==> config.mk <==
export PLATFORM = sky130hd
export DESIGN_NAME = muldiv_unit
export DESIGN_NICKNAME = d
export VERILOG_FILES = /design/src/rtl/muldiv_unit.sv
export SDC_FILE = /design/constraint.sdc
export NUM_CORES = 1
export LEC_CHECK = 0
export ABC_AREA = 0
export ABC_CLOCK_PERIOD_IN_PS = 4200
export BUFFER_PORTS_ARGS = -buffer_cell sky130_fd_sc_hd__clkbuf_2
export CAP_MARGIN = 10
export CORE_MARGIN = 5
export CORE_UTILIZATION = 50
export CTS_BUF_LIST = sky130_fd_sc_hd__clkbuf_4
export CTS_CLUSTER_DIAMETER = 200
export CTS_CLUSTER_SIZE = 8
export DETAILED_ROUTE_END_ITERATION = 8
export PLACE_DENSITY = 0.68
export SLEW_MARGIN = 20
export SYNTH_ARGS = -nofsm -noshare
export SYNTH_HDL_FRONTEND = slang
export SYNTH_SLANG_ARGS = --single-unit
==> constraint.sdc <==
create_clock -name clk -period 4.2 [get_ports clk]
set_clock_uncertainty 0.2 [all_clocks]
set_input_delay 0.42 -clock clk [delete_from_list [all_inputs] [get_ports clk]]
set_output_delay 0.42 -clock clk [all_outputs]
set_load 0.1 [all_outputs]
==> src/rtl/muldiv_unit.sv <==
// Iterative RV32M multiply/divide unit: radix-2 shift-add multiply,
// restoring shift-subtract divide, one iteration per cycle.
module muldiv_unit #(
  parameter int DATA_WIDTH = 32,
  parameter int ADDR_WIDTH = 5
) (
  input  logic                  clk,
  input  logic                  rst_n,
  input  logic                  start,
  input  logic [2:0]            funct3,
  input  logic [DATA_WIDTH-1:0] op_a,
  input  logic [DATA_WIDTH-1:0] op_b,
  input  logic [ADDR_WIDTH-1:0] rd_in,
  input  logic                  flush,
  output logic                  busy,
  output logic                  done,
  output logic [DATA_WIDTH-1:0] result,
  output logic [ADDR_WIDTH-1:0] rd_out,
  output logic                  we
);

  localparam int W  = DATA_WIDTH;
  localparam int CW = $clog2(DATA_WIDTH);
  localparam logic [CW-1:0] LAST = CW'(DATA_WIDTH - 1);
  localparam logic [W-1:0]  MINV = {1'b1, {(W-1){1'b0}}};

  typedef enum logic [1:0] {
    S_IDLE,
    S_MUL,
    S_DIV,
    S_FIN
  } state_e;

  state_e              state_q;
  logic [CW-1:0]       cnt_q;
  logic [W-1:0]        hi_q;
  logic [W-1:0]        lo_q;
  logic [W-1:0]        mc_q;
  logic                neg_q;
  logic [2:0]          f3_q;
  logic [ADDR_WIDTH-1:0] rd_q;
  logic                busy_q;
  logic                done_q;
  logic                we_q;
  logic [W-1:0]        result_q;
  logic [ADDR_WIDTH-1:0] rdo_q;

  // Operand conditioning at acceptance
  logic         a_sgn, b_sgn, a_neg, b_neg;
  logic         div0_d, ovf_d, neg_d;
  logic [W-1:0] a_abs, b_abs;

  always_comb begin
    a_sgn = 1'b0;
    b_sgn = 1'b0;
    case (funct3)
      3'b001, 3'b100, 3'b110: begin
        a_sgn = 1'b1;
        b_sgn = 1'b1;
      end
      3'b010:  a_sgn = 1'b1;
      default: ;
    endcase
    a_neg  = a_sgn & op_a[W-1];
    b_neg  = b_sgn & op_b[W-1];
    a_abs  = a_neg ? -op_a : op_a;
    b_abs  = b_neg ? -op_b : op_b;
    div0_d = funct3[2] && (op_b == '0);
    ovf_d  = funct3[2] && !funct3[0] &&
             (op_a == MINV) && (op_b == '1);
    neg_d  = (funct3[2] && funct3[1]) ? a_neg
                                      : (a_neg ^ b_neg);
  end

  // One iteration of either core; hi/lo/mc are shared
  logic [W:0]   msum, dsh, ddif;
  logic         dok;
  logic [W-1:0] step_hi_d, step_lo_d;

  always_comb begin
    msum = {1'b0, hi_q} +
           ({1'b0, mc_q} & {(W+1){lo_q[0]}});
    dsh  = {hi_q, lo_q[W-1]};
    ddif = dsh - {1'b0, mc_q};
    dok  = !ddif[W];
    if (state_q == S_DIV) begin
      step_hi_d = dok ? ddif[W-1:0] : dsh[W-1:0];
      step_lo_d = {lo_q[W-2:0], dok};
    end else begin
      step_hi_d = msum[W:1];
      step_lo_d = {msum[0], lo_q[W-1:1]};
    end
  end

  // Sign fix-up and result select
  logic [2*W-1:0] prod, prod_s;
  logic [W-1:0]   quo_s, rem_s, res_d;

  always_comb begin
    prod   = {hi_q, lo_q};
    prod_s = neg_q ? -prod : prod;
    quo_s  = neg_q ? -lo_q : lo_q;
    rem_s  = neg_q ? -hi_q : hi_q;
    res_d  = '0;
    unique case (1'b1)
      f3_q[2] && f3_q[1]:
        res_d = rem_s;
      f3_q[2] && !f3_q[1]:
        res_d = quo_s;
      !f3_q[2] && (f3_q[1:0] == 2'b00):
        res_d = prod_s[W-1:0];
      !f3_q[2] && (f3_q[1:0] != 2'b00):
        res_d = prod_s[2*W-1:W];
      default: res_d = '0;
    endcase
  end

  always_ff @(posedge clk) begin
    if (!rst_n) begin
      state_q  <= S_IDLE;
      cnt_q    <= '0;
      hi_q     <= '0;
      lo_q     <= '0;
      mc_q     <= '0;
      neg_q    <= 1'b0;
      f3_q     <= '0;
      rd_q     <= '0;
      busy_q   <= 1'b0;
      done_q   <= 1'b0;
      we_q     <= 1'b0;
      result_q <= '0;
      rdo_q    <= '0;
    end else begin
      done_q <= 1'b0;
      we_q   <= 1'b0;
      case (state_q)
        S_IDLE: begin
          if (start && !flush) begin
            f3_q  <= funct3;
            rd_q  <= rd_in;
            cnt_q <= '0;
            neg_q <= neg_d;
            if (div0_d || ovf_d) begin
              // Answer preloaded as quotient/remainder pair
              hi_q    <= div0_d ? op_a : '0;
              lo_q    <= div0_d ? '1 : MINV;
              mc_q    <= '0;
              neg_q   <= 1'b0;
              state_q <= S_FIN;
            end else begin
              hi_q    <= '0;
              lo_q    <= funct3[2] ? a_abs : b_abs;
              mc_q    <= funct3[2] ? b_abs : a_abs;
              busy_q  <= 1'b1;
              state_q <= funct3[2] ? S_DIV : S_MUL;
            end
          end
        end
        S_MUL, S_DIV: begin
          if (flush) begin
            state_q <= S_IDLE;
            busy_q  <= 1'b0;
          end else begin
            hi_q  <= step_hi_d;
            lo_q  <= step_lo_d;
            cnt_q <= cnt_q + 1'b1;
            if (cnt_q == LAST) begin
              state_q <= S_FIN;
              busy_q  <= 1'b0;
            end
          end
        end
        S_FIN: begin
          state_q <= S_IDLE;
          if (!flush) begin
            result_q <= res_d;
            rdo_q    <= rd_q;
            done_q   <= 1'b1;
            we_q     <= (rd_q != '0);
          end
        end
        default: state_q <= S_IDLE;
      endcase
    end
  end

  assign busy   = busy_q;
  assign done   = done_q;
  assign we     = we_q;
  assign result = result_q;
  assign rd_out = rdo_q;

endmodule
## Word-level counts from Yosys, hierarchy flattened

Cells that the tools add are included.

- Eq/ne operators: 14
- Muxes and demuxes: 41
- Reductions and logical operators: 32
- Add/subtract/negate cells: 8
- Bitwise operators: 7

Operators by type and width:

| cell | count |
|---|---|
| 32-bit two-way mux | 17 |
| 32-bit negation | 4 |
| 32-bit case mux with 2 select lines | 2 |
| 32-bit case mux with 4 select lines | 1 |
| 32-bit equality test, second input constant | 2 |
| 64-bit two-way mux | 1 |
| 64-bit negation | 1 |
| 32-bit by 33-bit adder with 33-bit output | 1 |
| 32-bit by 33-bit bitwise AND with 33-bit output | 1 |
| 33-bit by 32-bit subtractor with 33-bit output | 1 |
| 32-bit zero test | 1 |
| 31-bit two-way mux | 1 |
| 1-bit logical AND | 10 |
| 2-bit two-way mux | 5 |
| 5-bit two-way mux | 2 |
| 5-bit case mux with 2 select lines | 1 |
| 1-bit two-way mux | 9 |
| 2-bit AND reduction | 4 |
| 3-bit equality test, second input constant | 2 |
| 2-bit != test, second input constant | 3 |
| 2-bit case mux with 3 select lines | 1 |
| 3-bit OR reduction | 2 |
| 5-bit by 1-bit adder with 5-bit output, second input constant | 1 |
| 5-bit equality test, second input constant | 1 |
| 18 further kinds | 28 |

- Register bits after elaboration: 152
- Output and inout port bits: 40

## Depth between registers and ports, before layout

- Word-level depth: 9
- Depth in mapped cells: 15
- Gate-level depth less buffers: 13

## Worst setup path before layout

OpenSTA, ideal clock, no wires.

- Kind: register to register
- From: register lo_q[0]
- To: register hi_q[29]
- Library setup time: 0.081 ns
- Arrival: 3.259 ns
- Setup slack: 0.661 ns
- Cell stages (with the launch flop): 14
- Cells stage by stage: dfxtp_1 > and2_1 > ha_1 > fa_1 > a211oi_1 > o21bai_1 > o22ai_1 > o21ai_0 > a41oi_1 > o21ai_1 > nor4b_1 > nor4b_1 > or4_1 > a41oi_1

- Longest elaborated chain between the ends: 5

Ends and longest elaborated chain:

| what | line | text |
|---|---|---|
| start, declared | 37 | `logic [W-1:0] lo_q;` |
| start signal, assigned | 146 | `lo_q <= div0_d ? '1 : MINV;` |
| start signal, assigned | 152 | `lo_q <= funct3[2] ? a_abs : b_abs;` |
| start signal, assigned | 165 | `lo_q <= step_lo_d;` |
| 32-bit by 33-bit bitwise AND with 33-bit output | 82 | `({1'b0, mc_q} & {(W+1){lo_q[0]}});` |
| 32-bit by 33-bit adder with 33-bit output | 81 | `msum = {1'b0, hi_q} +` |
| 32-bit two-way mux | 86 | `if (state_q == S_DIV) begin` |
| 32-bit two-way mux | 160 | `if (flush) begin` |
| 32-bit case mux with 2 select lines | 136 | `case (state_q)` |
| end signal, assigned | 145 | `hi_q <= div0_d ? op_a : '0;` |
| end signal, assigned | 164 | `hi_q <= step_hi_d;` |
| end, declared | 36 | `logic [W-1:0] hi_q;` |

Every way passes these cells. The select of a mux whose other input is x is not followed.
A chain may end at the register's enable or synchronous reset.

## Worst setup path after layout

- From: register hi_q[0]
- To: register hi_q[8]

- Longest elaborated chain between the ends: 5
- Elaborated cells on any way between the ends: 6

Ends and longest elaborated chain:

| what | line | text |
|---|---|---|
| 33-bit by 32-bit subtractor with 33-bit output | 84 | `ddif = dsh - {1'b0, mc_q};` |
| 32-bit two-way mux | 87 | `step_hi_d = dok ? ddif[W-1:0] : dsh[W-1:0];` |
| 32-bit two-way mux * | 86 |  |
| 32-bit two-way mux * | 160 |  |
| 32-bit case mux with 2 select lines * | 136 |  |

Mark *: on every way between the ends. The rest lies on a longest branch, timed or not. The select of a mux whose other input is x is not followed.

==> results.md <==
* Outcome: completed
* Metal-1 WL at 25,590 um
* Via count normalized by instance count at 6.541
* Final ANT Viol Nets at 0
* I/O pin count at 116
* Initial cell density of the core at 0.5091
* Number of flops mapped to enable cells by yosys at 0
* Critical-path top delay cell: xnor2_4
* Post-Place Cells at 2,464
* Leading register cell type out of synthesis: dfxtp_1
* Layout cell share with drive strength beyond 1 at 0.1326
* Number of global-route vias before repair at 14,670
* Total Neg Setup Slack at 0 ns
* Setup Slack @ Placement at 0.1871 ns
* Net count after synthesis at 2,199
* Buffer count from post-CTS setup fixing at 0
* Number of design rule violations left after detail routing at 0
* Number of violations reported at the end of detailed-routing iteration 0 at 2,519
* Area inside the core boundary at 0.02894 mm2
* Arrival time reported for the critical path endpoint at 4.22 ns
* Total Routing Usage GR at 0.3387
* Static power due to leakage at 6.592 nW
* Number of clock buffers inserted by TritonCTS at 17
* Number of nets in the layout at 2,266
* Final setup fails at 0
* Number of antenna violations at the first check in global routing at 2
* Ratio of final minimum period to clock period at 0.9409
* Top-count cell post-synth: nand2_1
* Overflow left after global routing at 0
* Yosys top cell area share at 0.2066
* Cell Count, Final, Fillers Out at 2,512
* Sink count of the clock tree at 152
* Routability congestion estimate from global placement at 1.019
* Clk_lat worst skew at 0.65 ns
* Reg-to-Reg Start: hi_q[0]
* Destination of the worst register-to-register timing path: hi_q[8]
* Clock transition time at the flip-flop clock pins of the worst setup and hold paths at 0.22 ns
* Type of the worst setup path: reg2reg
* Routed met2 length at 25,230 um
* Power after layout at 11.89 mW
* Sequential share of the synthesized area at 0.2066
* Most common library cells after synthesis: 215 x nand2_1, 196 x a21oi_1, 164 x nor2_1
* Topmost layer with routed signal wires: met4
* Die extent in x at 181.7 um
* Async set-or-reset flop fraction in the synthesized netlist at 0
* Total standard cell area after synthesis at 0.01473 mm2
* WL final at 58,860 um
* Flop and latch count out of synthesis at 152
* Met3 wire length at 6156 um
* Depth of the worst register-to-register path at 14
* Chip Height at 181.7 um
* Post-synthesis cell type with the largest combined area: dfxtp_1
* Vias post-DR at 16,430
* Unrepaired setup endpoints after global routing: false
* Smallest hold slack at 0.05374 ns
* Largest net degree at the start of global routing at 63
* Post-route minimum period at 3.952 ns
* Hold wc startpoint: rst_n
* Total power density per cell area at 731.4 mW/mm2
* Slew Limit Fails at 0
* Maximum clock insertion buffer count at 2
* Data required time at the worst endpoint at 4.47 ns
* Area Growth Syn to Fin at 10.35%
* Worst setup SP type: register
* Post-placement cell area at 0.01580 mm2
* CP max FO at 11
* Relative slew slack at 0.2812
* Clock Tree Root: clkbuf_4
* Class of the most critical hold timing path: in2reg
* Total Die Area at 0.03300 mm2
* Clock tree from TritonCTS: built
* Total count of hold-check failures in the final report at 0
* Distinct cell type count after synthesis at 81
* Placement row count at 62
* WHS Endpoint: result[19]
* Critical path endpoint category: register
* Syn. warnings at 0
* Final std cell area, no fill at 0.01626 mm2
* H-tree depth reported by CTS at 4
* Transition time of the tightest slew-check pin at 1.078 ns
* Largest cells by area after synthesis: dfxtp_1 21%, a21oi_1 6.7%, ha_1 6.4%
* I/O Buffers at 115
* Final-layout fill cell count at 2,872
* Wire length of the first global-routing pass at 88,150 um
* Max-capacitance violation count at 0
* Cell-by-cell trace of the critical path: buf_4 > inv_1 > fa_1 > nand2b_1 > a21oi_1 > o211ai_1 > and4_1 > nor2_1 > a31oi_1 > xnor2_4 > buf_4 > mux2_2 > nand2_1 > a31oi_1
* Max Clock Freq at 253.1 MHz
* Finished Core Util at 0.5618
* HPWL after DPL at 45,370 um
* Routed len/inst at 23.43 um
* Router iterations before antenna repair at 6
* Setup ws final at 0.2484 ns
* Avg Synthesized Cell Area at 7.200 um2
* Largest incremental delay on the critical path at 0.46 ns
* FF-to-FF setup slack at 0.25 ns
* Post-synthesis cell count at 2,046
* Peak supply drop at 0.8077 mV
* Worst hold path cell count at 2
[cell type report]
class,instances,area [um2],area share
Clock buffer,17,127.6,0.007850
Timing Repair Buffer,198,1274,0.07835
Multi-Input combinational cell,1683,10930,0.6721
Clock inverter,15,170.2,0.01047
Antenna cell,2,5.005,0.0003079
Sequential cell,152,3044,0.1873
Tap cell,384,480.5,0.02955
Inverter,61,229.0,0.01408
[where the power goes]
group / internal [mW] / switching, mW / leakage, nW / total (mW)
Clock: 0.280 / 0.711 / 0.162 / 0.991
Sequential: 1.74 / 0.440 / 1.24 / 2.18
Combinational: 3.25 / 5.47 / 5.19 / 8.71
Total: 5.27 / 6.62 / 6.59 / 11.9
[flip-flops by register name, summed over array words and instances (netlist names)]
| name | flops |
|---|---|
| done | 1 |
| cnt_q | 5 |
| rd_out | 5 |
| state_q | 2 |
| result | 32 |
| rd_q | 5 |
| f3_q | 3 |
| mc_q | 32 |
| hi_q | 32 |
| busy | 1 |
| lo_q | 32 |
| we | 1 |
| neg_q | 1 |
[worst max path at each step]
| stage | slack (ns) | to | cells after the start | startpoint |
|---|---|---|---|---|
| finish | 0.25 | hi_q[8] | 14 | hi_q[0] |
| global route | 0.05 | hi_q[8] | 14 | hi_q[0] |
| CTS | 0.17 | hi_q[7] | 14 | hi_q[0] |
| detailed placement | 0.19 | hi_q[29] | 14 | lo_q[0] |
| global placement | 0.28 | hi_q[29] | 16 | lo_q[0] |
| floorplan | 0.66 | hi_q[29] | 13 | lo_q[0] |
[placed cells by master (no fill, tap or decap), types with 61 or more instances in the layout]
cell / instances
buf_4: 67
nand2_1: 215
inv_1: 61
dfxtp_1: 151
xnor2_1: 91
xor2_1: 65
clkbuf_2: 114
ha_1: 73
a21oi_1: 195
nor2_1: 162
o21ai_0: 156
[critical path, delay by kind of cell (launching register included)]
family | cells | cell delay, ns
xor+xnor | 1 | 0.46
mux | 1 | 0.35
simple gates | 4 | 0.69
fa+ha+maj | 1 | 0.45
buf+inv | 3 | 0.56
compound gates | 4 | 0.73
flops | 1 | 0.36
[per-layer routing]
layer | vias to the layer above | track usage
li1 | 7620 | -
met3 | 114 | 0.05602
met5 | - | 0
met4 | 0 | 0.09907
met2 | 987 | 0.5138
met1 | 7711 | 0.4934
[kinds of logic (layout without fill, tap and decap cells)]
logic type	count (synthesis)	count (layout)	synth area share
flops	152	152	0.2066
simple gates	682	682	0.2266
fa+ha+maj	77	77	0.06642
xor+xnor	157	157	0.09334
other cells	0	2	0
compound gates	697	697	0.3026
buf+inv	211	291	0.05529
mux	70	70	0.04918
[repair_timing]
action	in CTS	in global routing
resized for setup	0	3
setup endpoints to repair	0	10
hold buffers	14	0
hold endpoints to repair	14	0
Power figures use the tool's default switching activity.
